<file path="src/rtl/adder_pkg.sv">
// Shared configuration for the segmented pipelined adder.
// Holds the default operand/segment widths and the segment-count derivation
// used to size the pipeline.
package adder_pkg;

    localparam int unsigned ADDER_WIDTH = 64;
    localparam int unsigned ADDER_SEG   = 32;

    // Number of SEG-bit segments (and therefore pipeline stages) in a WIDTH-bit word.
    function automatic int unsigned adder_nseg(input int unsigned width, input int unsigned seg);
        return width / seg;
    endfunction

endpackage

</file>
<file path="src/rtl/adder_seg_stage.sv">
// One registered SEG-bit slice of the segmented adder.
// Ports:
//   CLK, RST   clock, synchronous active-high reset
//   ce         clock enable; 0 holds s/co
//   a, b       segment operands (b already inverted for subtract)
//   ci         carry into this segment
//   s, co      registered segment sum and carry out
module adder_seg_stage #(
    parameter int unsigned SEG = 32
) (
    input  logic           CLK,
    input  logic           RST,
    input  logic           ce,
    input  logic [SEG-1:0] a,
    input  logic [SEG-1:0] b,
    input  logic           ci,
    output logic [SEG-1:0] s,
    output logic           co
);

    localparam int unsigned SW = SEG + 1;

    logic [SEG:0] total_c;

    assign total_c = SW'(a) + SW'(b) + SW'(ci);

    always_ff @(posedge CLK) begin
        if (RST) begin
            s  <= '0;
            co <= 1'b0;
        end else if (ce) begin
            s  <= total_c[SEG-1:0];
            co <= total_c[SEG];
        end
    end

endmodule

</file>
<file path="src/rtl/adder_segmented_pipe.sv">
// Pipelined add/subtract unit that splits a WIDTH-bit operation into
// NSEG = WIDTH/SEG registered segment additions, one per stage, with the
// carry rippling stage to stage. Upper operand segments are skewed forward
// and finished lower result segments are deskewed so a whole result exits
// together NSEG enabled cycles after it was accepted.
// Ports:
//   CLK, RST        clock, synchronous active-high reset (wins over ce)
//   ce              clock enable; 0 freezes every register including valids
//   in_valid        operands valid this cycle
//   a, b, cin, sub  operands, carry-in, 0 = a+b+cin, 1 = a-b-cin
//   out_valid       result valid
//   sum, cout, ovf  result, carry out of the MSB, signed overflow
module adder_segmented_pipe
    import adder_pkg::*;
#(
    parameter int unsigned WIDTH = ADDER_WIDTH,
    parameter int unsigned SEG   = ADDER_SEG
) (
    input  logic             CLK,
    input  logic             RST,
    input  logic             ce,
    input  logic             in_valid,
    input  logic [WIDTH-1:0] a,
    input  logic [WIDTH-1:0] b,
    input  logic             cin,
    input  logic             sub,
    output logic             out_valid,
    output logic [WIDTH-1:0] sum,
    output logic             cout,
    output logic             ovf
);

    localparam int unsigned NSEG = adder_nseg(WIDTH, SEG);

    // Subtract as a + ~b + ~cin.
    logic [WIDTH-1:0] b_eff;
    logic             c_eff;

    assign b_eff = b ^ {WIDTH{sub}};
    assign c_eff = cin ^ sub;

    // Valid bit travels alongside its data.
    logic [NSEG-1:0] vld_q;

    always_ff @(posedge CLK) begin
        if (RST) begin
            vld_q <= '0;
        end else if (ce) begin
            vld_q[0] <= in_valid;
            for (int i = 1; i < int'(NSEG); i++) begin
                vld_q[i] <= vld_q[i-1];
            end
        end
    end

    assign out_valid = vld_q[NSEG-1];

    for (genvar k = 0; k < NSEG; k++) begin : g_stg
        logic [SEG-1:0]       a_in;
        logic [SEG-1:0]       b_in;
        logic                 c_in;
        logic [SEG-1:0]       s_q;
        logic                 c_q;
        // Result segments 0..k of the operation that just left this stage.
        logic [(k+1)*SEG-1:0] res;

        if (k == 0) begin : g_head
            assign a_in = a[SEG-1:0];
            assign b_in = b_eff[SEG-1:0];
            assign c_in = c_eff;
            assign res  = s_q;
        end else begin : g_body
            assign a_in = g_stg[k-1].g_fwd.a_up[SEG-1:0];
            assign b_in = g_stg[k-1].g_fwd.b_up[SEG-1:0];
            assign c_in = g_stg[k-1].c_q;
            assign res  = {s_q, g_stg[k-1].g_fwd.lo_q};
        end

        adder_seg_stage #(
            .SEG (SEG)
        ) u_stage (
            .CLK (CLK),
            .RST (RST),
            .ce  (ce),
            .a   (a_in),
            .b   (b_in),
            .ci  (c_in),
            .s   (s_q),
            .co  (c_q)
        );

        // Skew of still-unused operand segments and deskew of finished results.
        if (k < NSEG - 1) begin : g_fwd
            localparam int unsigned UW = (NSEG - 1 - k) * SEG;

            logic [UW-1:0]        a_up;
            logic [UW-1:0]        b_up;
            logic [UW-1:0]        a_nx;
            logic [UW-1:0]        b_nx;
            logic [(k+1)*SEG-1:0] lo_q;

            if (k == 0) begin : g_src_in
                assign a_nx = a[WIDTH-1:SEG];
                assign b_nx = b_eff[WIDTH-1:SEG];
            end else begin : g_src_prev
                assign a_nx = g_stg[k-1].g_fwd.a_up[UW+SEG-1:SEG];
                assign b_nx = g_stg[k-1].g_fwd.b_up[UW+SEG-1:SEG];
            end

            always_ff @(posedge CLK) begin
                if (RST) begin
                    a_up <= '0;
                    b_up <= '0;
                    lo_q <= '0;
                end else if (ce) begin
                    a_up <= a_nx;
                    b_up <= b_nx;
                    lo_q <= res;
                end
            end
        end
    end

    assign sum  = g_stg[NSEG-1].res;
    assign cout = g_stg[NSEG-1].c_q;

    // Overflow is resolved alongside the top segment so it exits with sum.
    logic top_a_sign;
    logic top_b_sign;
    logic top_s_sign;
    logic ovf_q;

    assign top_a_sign = g_stg[NSEG-1].a_in[SEG-1];
    assign top_b_sign = g_stg[NSEG-1].b_in[SEG-1];
    assign top_s_sign = 1'(SEG'(g_stg[NSEG-1].a_in + g_stg[NSEG-1].b_in
                                + SEG'(g_stg[NSEG-1].c_in)) >> (SEG - 1));

    always_ff @(posedge CLK) begin
        if (RST) begin
            ovf_q <= 1'b0;
        end else if (ce) begin
            ovf_q <= (top_a_sign == top_b_sign) && (top_s_sign != top_a_sign);
        end
    end

    assign ovf = ovf_q;

endmodule

</file>
<file path="config.mk">
export PLATFORM = sky130hd
export DESIGN_NAME = adder_segmented_pipe
export DESIGN_NICKNAME = d
export VERILOG_FILES = /design/src/rtl/adder_pkg.sv /design/src/rtl/adder_seg_stage.sv /design/src/rtl/adder_segmented_pipe.sv
export SDC_FILE = /design/constraint.sdc
export NUM_CORES = 1
export LEC_CHECK = 0
export CAP_MARGIN = 10
export CORE_MARGIN = 5
export CORE_UTILIZATION = 53
export CTS_CLUSTER_DIAMETER = 150
export CTS_CLUSTER_SIZE = 16
export DETAILED_ROUTE_END_ITERATION = 8
export GPL_ROUTABILITY_DRIVEN = 0
export GPL_TIMING_DRIVEN = 0
export PLACE_DENSITY = 0.81
export SYNTH_ARGS = -nofsm -noshare
export SYNTH_HDL_FRONTEND = slang
export SYNTH_HIERARCHICAL = 1
export SYNTH_SLANG_ARGS = --single-unit
</file>
<file path="constraint.sdc">
create_clock -name CLK -period 4.36 [get_ports CLK]
set_input_delay 0.872 -clock CLK [delete_from_list [all_inputs] [get_ports CLK]]
set_output_delay 0.872 -clock CLK [all_outputs]
set_load 0.05 [all_outputs]
</file>
==> results of run 1 <==
-- power by group through the flow --
stage          Clock [mW]  Combinational, mW  Sequential (mW)
2_1_floorplan           0              0.785             1.92
3_3_place_gp            0               1.35             1.77
3_5_place_dp            0               1.38             1.78
4_1_cts              1.74               1.40             1.75
5_1_grt              1.82               1.53             1.76
6_report             1.72               1.41             1.75
-- metal layers --
layer / global-route usage [%] / part of all wire, %
met1: 31.5 / 39
met5: 0 / 0.081
met4: 10.3 / 3.3
met2: 47.9 / 50
met3: 5.12 / 7.4
-- layout by cell type (no fill, tap or decap), types with 5 or more instances in the layout --
cell,count
clkdlybuf4s50_1,197
nor2_1,173
dfxtp_1,165
a21oi_1,98
nand2_1,93
ha_1,93
mux2i_1,85
o21ai_0,72
xor2_1,59
xnor2_1,52
a211oi_1,51
clkbuf_1,35
inv_1,25
a21o_1,24
nand4_1,23
nand3_1,18
clkbuf_16,17
buf_2,14
a31oi_1,14
nor3_1,12
o211ai_1,11
nand2b_1,7
a211o_1,7
bufinv_16,6
a21boi_0,6
or4_1,6
or3_1,5
nor4_1,5
o21a_1,5
-- path summary, 6_finish.rpt --
kind                               start                      to  slack [ns]
setup / recovery                    b[0]  g_stg[0].u_stage/s[30]        0.43
hold / removal    g_stg[1].u_stage/s[28]  g_stg[1].u_stage/s[28]        0.45
setup reg to reg  g_stg[0].g_fwd.a_up[0]  g_stg[1].u_stage/s[30]        1.00
hold reg to reg   g_stg[1].u_stage/s[28]  g_stg[1].u_stage/s[28]        0.45
-- worst max-delay path, delay by kind of cell --
| family | cells | cell delay [ns] |
|---|---|---|
| buffers and inverters | 1 | 0.41 |
| adders and majority gates | 2 | 0.94 |
| muxes | 1 | 0.22 |
| AOI/OAI and AO/OA | 6 | 1.63 |
| xor gates and xnor gates | 1 | 0.16 |
-- sequential cells by signal, indices dropped and copies added (netlist names) --
signal	count
g_stg.g_fwd.b_up	32
vld_q	2
ovf	1
g_stg.u_stage/s	64
g_stg.g_fwd.a_up	32
g_stg.u_stage/co	2
g_stg.g_fwd.lo_q	32
-- timing repair --
action	CTS	global route
endpoints found under the setup margin	0	1
gates resized for setup	0	3
hold endpoints to repair	0	0
buffers inserted	0	0
-- layout make-up --
cell class,instances,area [um^2]
Inverter,25,93.8
Buffer,55,246
Multi-Input combinational cell,988,6820
Clock inverter,14,248
Sequential cell,165,3300
Fill cell,1575,6020
Tap cell,265,332
Clock buffer,18,429
Timing Repair Buffer,197,1970
-- kinds of logic (layout without fill, tap and decap cells) --
| family | count (synthesis) | count (layout) | share of synthesized area, % |
|---|---|---|---|
| buffers and inverters | 80 | 309 | 3.24 |
| XOR/XNOR | 111 | 111 | 9.29 |
| AND/OR/NAND/NOR | 363 | 363 | 15.5 |
| multiplexers | 85 | 85 | 8.13 |
| adder cells (fa/ha/maj) | 97 | 97 | 11.9 |
| flip-flops | 165 | 165 | 31.6 |
| AO/OA/AOI/OAI | 332 | 332 | 20.4 |
-- stage by stage --
step | setup WS, ns | TNS, ns | power [mW] | cells | hold WS, ns
5_1_grt | 0.327 | 0 | 5.11 | 1727 | 0.481
3_5_place_dp | -0.246 | -0.832 | 3.16 | 1695 | 0.442
3_3_place_gp | -0.211 | -0.585 | 3.12 | 1695 | 0.433
2_1_floorplan | 0.679 | 0 | 2.70 | 1233 | 0.425
6_report | 0.434 | 0 | 4.88 | 1727 | 0.452
4_1_cts | 0.183 | 0 | 4.89 | 1727 | 0.457
==> key figures, run 1 <==
Clock network
  – CTS sink count: 165
  – CTS tree: yes
  – Hold_buf cts: 0
  – CTS Buf Count: 17
  – H-tree levels: 4
  – Clock transition at the registers of the reported paths: 0.07 ns
  – Clk_lat worst skew: 0.43 ns
  – CTS Buffer Depth: 2
  – CTS root buf: clkbuf_16

GRT
  – Initial antenna violation count: 2
  – All-Layer GR Usage: 26.8%
  – Vias in the first global route: 9761
  – GRT overflow: 0
  – Largest net degree at the start of global routing: 17
  – First-pass GRT wire length: 48400 um

Detailed routing
  – Initial DRT Pass Iterations: 5
  – Average wire per standard cell: 17.8 um
  – Iter 0 DRT Violations: 635
  – Via count: 10100
  – Remaining antenna violation count: 0
  – Vias per inst: 5.83
  – Drt total wl: 30700 um
  – DR DRC count: 0

Logic synthesis
  – Syn Inst Count: 1233
  – Synth top cells by count: 173 x nor2_1, 165 x dfxtp_1, 98 x a21oi_1
  – Ys Warns: 6
  – Top_reg_cell synth: dfxtp_1
  – Top-count cell post-synth: nor2_1
  – Mapped Nets: 1464
  – Area fraction of the dominant cell type after synthesis: 31.6%
  – Count of cell types in the netlist: 63
  – Post-synth ARST share: 0%
  – Seq cells post-synth: 165
  – Synth Area per Inst: 8.49 um^2
  – Post-synth EDFFs: 0
  – Post-synthesis sequential area ratio: 31.6%
  – Area contributors post-synth: dfxtp_1 32%, ha_1 11%, mux2i_1 8.1%
  – Post-synth top area cell: dfxtp_1
  – Post-synth design cell area: 0.0105 mm^2

Min path
  – Hold Path Cell Cnt: 2
  – Hold Crit Class: reg -> reg

Floorplanning
  – IO Pins: 201
  – CORE AREA: 0.0195 mm^2
  – Die X: 151 um
  – Chip height: 151 um
  – Die ar.: 0.0227 mm^2
  – # rows: 51
  – Initial Util: 53.8%

Power and ir drop
  – Internal Power: 3.31 mW
  – Clock power share: 35.3%
  – P per Cell Area: 363 mW/mm^2
  – Sequential Power Share: 35.8%
  – Maximum vdd drop: 0.206 mV
  – Pleak: 5.65 nW
  – Sw frac: 32.3%
  – Comb pwr share: 28.9%
  – Switching Power: 1.57 mW

Timing
  – Slew @ Worst Pin: 0.884 ns
  – Hold Vio Cnt, Final: 0
  – RSZ-0062 raised after global routing: false
  – Tmin final: 3.93 ns
  – Maximum clock frequency: 255 MHz
  – Rel. slew slack: 40.8%
  – Max-slew violations: 0
  – Clock Skew: 0.00624 ns
  – # setup viols final: 0
  – Final Cycle Share: 90.0%

Cells and area
  – # nets final: 1680
  – # diodes: 0
  – Fin util: 69.1%
  – P&R area growth vs syn: 28.5%
  – Finished Cell Area: 0.0134 mm^2
  – Layout cell share with drive strength beyond 1: 4.99%

Worst setup path
  – Crit path DAT: 4.23 ns
  – Most frequent CP cell: fa_1
  – CP required: 4.67 ns
  – CP Class: in -> reg
  – Critical path peak fanout: 4
  – Max incr delay on CP: 0.49 ns
  – Critical path's slowest cell: fa_1
  – Reg2reg path depth: 9
  – CP Capture Type: register
  – Worst Setup Start Kind: input port
  – Crit-path cells: clkdlybuf4s50_1 -> xor2_1 -> fa_1 -> fa_1 -> a211oi_1 -> o211ai_1 -> a21boi_0 -> a22oi_1 -> a31oi_1 -> mux2i_1 -> o21ai_0

Place
  – Placed cell areas: 0.0128 mm^2
  – Port bufs: 197
  – DP HPWL: 24300 um

Flow run
  – Number of max-cap violations: 0

Outcome
  – Outcome: complete, no violations
Power figures use the tool's default switching activity.
==> inputs of run 2 (changes only) <==
- PLACE_DENSITY: 0.81 -> 0.82
==> run 2 against run 1 <==
Net effect:
- flip-flop and latch count did not move
- hold slack is essentially flat
- wire length fell by 1.6%
==> key figures, run 2 (synthesis results as in run 1) <==
Cells and area
  – Fin util: 68.6%
  – Layout cell share with drive strength beyond 1: 4.93%
  – Max reg flops: 64
  – Most frequent cells in the layout: 197 x clkdlybuf4s50_1, 173 x nor2_1, 165 x dfxtp_1, 98 x a21oi_1
  – P&R area growth vs syn: 27.6%
  – # nets final: 1680
  – Most common cell after layout, fill and taps aside: clkdlybuf4s50_1
  – # fillers: 1596
  – Fin cells: 1726
  – Most flops, register: g_stg.u_stage/s
  – # diodes: 0
  – Finished Cell Area: 0.0134 mm^2

Worst setup path
  – Most frequent CP cell: fa_1
  – Critical path peak fanout: 4
  – Critical path's slowest cell: fa_1
  – CP Capture Type: register
  – CP Class: in -> reg
  – Reg2reg path depth: 9
  – Worst Setup Start Kind: input port
  – Worst R2R Start: g_stg[0].g_fwd.a_up[0]
  – Reg-to-Reg End: g_stg[1].u_stage/s[26]
  – CP required: 4.66 ns
  – Crit. Startpoint: b[0]
  – Max incr delay on CP: 0.50 ns
  – Crit path DAT: 4.27 ns
  – Flop2flop setup slack: 1.09 ns
  – CP endpoint: g_stg[0].u_stage/s[30]
  – Crit-path cells: clkdlybuf4s50_1 -> xor2_1 -> fa_1 -> fa_1 -> a211oi_1 -> o211ai_1 -> a21boi_0 -> a22oi_1 -> a31oi_1 -> mux2i_1 -> o21ai_0

Timing
  – Post-route setup TNS: 0 ns
  – Hold Vio Cnt, Final: 0
  – # setup viols final: 0
  – Maximum clock frequency: 252 MHz
  – Hold_ws: 0.452 ns
  – Clock Skew: 0.00701 ns
  – Setup WS post-layout: 0.390 ns
  – Slew @ Worst Pin: 0.943 ns
  – Max-slew violations: 0
  – Final Cycle Share: 91.0%
  – Rel. slew slack: 36.9%
  – Tmin final: 3.97 ns
  – RSZ-0062 raised after global routing: false

Detailed routing
  – Iter 0 DRT Violations: 745
  – Remaining antenna violation count: 0
  – Via count: 9961
  – Drt total wl: 30300 um
  – DR DRC count: 0
  – Average wire per standard cell: 17.5 um
  – Initial DRT Pass Iterations: 5
  – Vias per inst: 5.77

Place
  – Placed cell areas: 0.0128 mm^2
  – Port bufs: 197
  – DP HPWL: 23800 um
  – Cell count after placement: 1695
  – Worst Setup Slack post-DPL: -0.333 ns

Power and ir drop
  – Maximum vdd drop: 0.208 mV
  – P per Cell Area: 348 mW/mm^2
  – Pleak: 5.61 nW
  – Total power: 4.65 mW

Floorplanning
  – IO Pins: 201
  – Die X: 151 um
  – Die ar.: 0.0227 mm^2
  – CORE AREA: 0.0195 mm^2
  – Initial Util: 53.8%
  – # rows: 51
  – Chip height: 151 um

Clock network
  – CTS sink count: 165
  – Clock transition at the registers of the reported paths: 0.06 ns
  – Hold_buf cts: 0
  – CTS Buffer Depth: 2
  – CTS Buf Count: 17
  – Clk_lat worst skew: 0.43 ns
  – CTS tree: yes
  – CTS root buf: clkbuf_16
  – H-tree levels: 4

GRT
  – First-pass GRT wire length: 47600 um
  – Largest net degree at the start of global routing: 17
  – Initial antenna violation count: 2
  – GRT overflow: 0
  – Vias in the first global route: 9719
  – All-Layer GR Usage: 26.3%

Flow run
  – Number of max-cap violations: 0

Min path
  – Hold Crit Class: reg -> reg

Outcome
  – Outcome: complete, no violations
[run 2: layout make-up]
type / instances / area (um^2) / area share [%]
multi-input cells: 988 / 6820 / 51.1
flip-flops and latches: 165 / 3300 / 24.7
repair buffers: 197 / 1970 / 14.8
clock buffers: 20 / 457 / 3.42
well taps: 265 / 332 / 2.48
plain buffers: 55 / 246 / 1.85
clock inverters: 11 / 129 / 0.965
inverters: 25 / 93.8 / 0.703
[run 2: per-layer routing]
metal | wire (um) | global-route usage, % | vias to the layer above
met5 | 27 | 0 | -
met4 | 920 | 9.15 | 4
met3 | 2100 | 5.03 | 75
met2 | 15100 | 47.8 | 415
met1 | 12100 | 30.7 | 4576
li1 | - | - | 4891
[run 2: power breakdown]
part           switching, mW  internal, mW
logic                  0.832         0.579
clock network          0.620         0.871
registers             0.0982          1.65
[run 2: worst min path at each step]
stage / start / to / slack (ns) / cells past startpoint
3_3_place_gp: g_stg[0].u_stage/s[23] / g_stg[0].u_stage/s[23] / 0.43 / 2
4_1_cts: g_stg[0].u_stage/s[17] / g_stg[0].u_stage/s[17] / 0.46 / 2
3_5_place_dp: g_stg[0].u_stage/s[17] / g_stg[0].u_stage/s[17] / 0.44 / 2
6_report: g_stg[1].u_stage/s[19] / g_stg[1].u_stage/s[19] / 0.45 / 2
2_1_floorplan: g_stg[0].u_stage/s[11] / g_stg[0].u_stage/s[11] / 0.42 / 2
5_1_grt: g_stg[1].u_stage/s[7] / g_stg[1].u_stage/s[7] / 0.47 / 2
[run 2: repair_timing]
action,4_1_cts,5_1_grt
setup endpoints to repair,0,2
setup buffers,0,0
resized for setup,0,3
[run 2: critical path, delay by kind of cell]
family / cells / cell delay (ns)
AO/OA/AOI/OAI: 6 / 1.65
multiplexers: 1 / 0.21
buffers and inverters: 1 / 0.41
adder cells (fa/ha/maj): 2 / 0.96
XOR/XNOR: 1 / 0.16
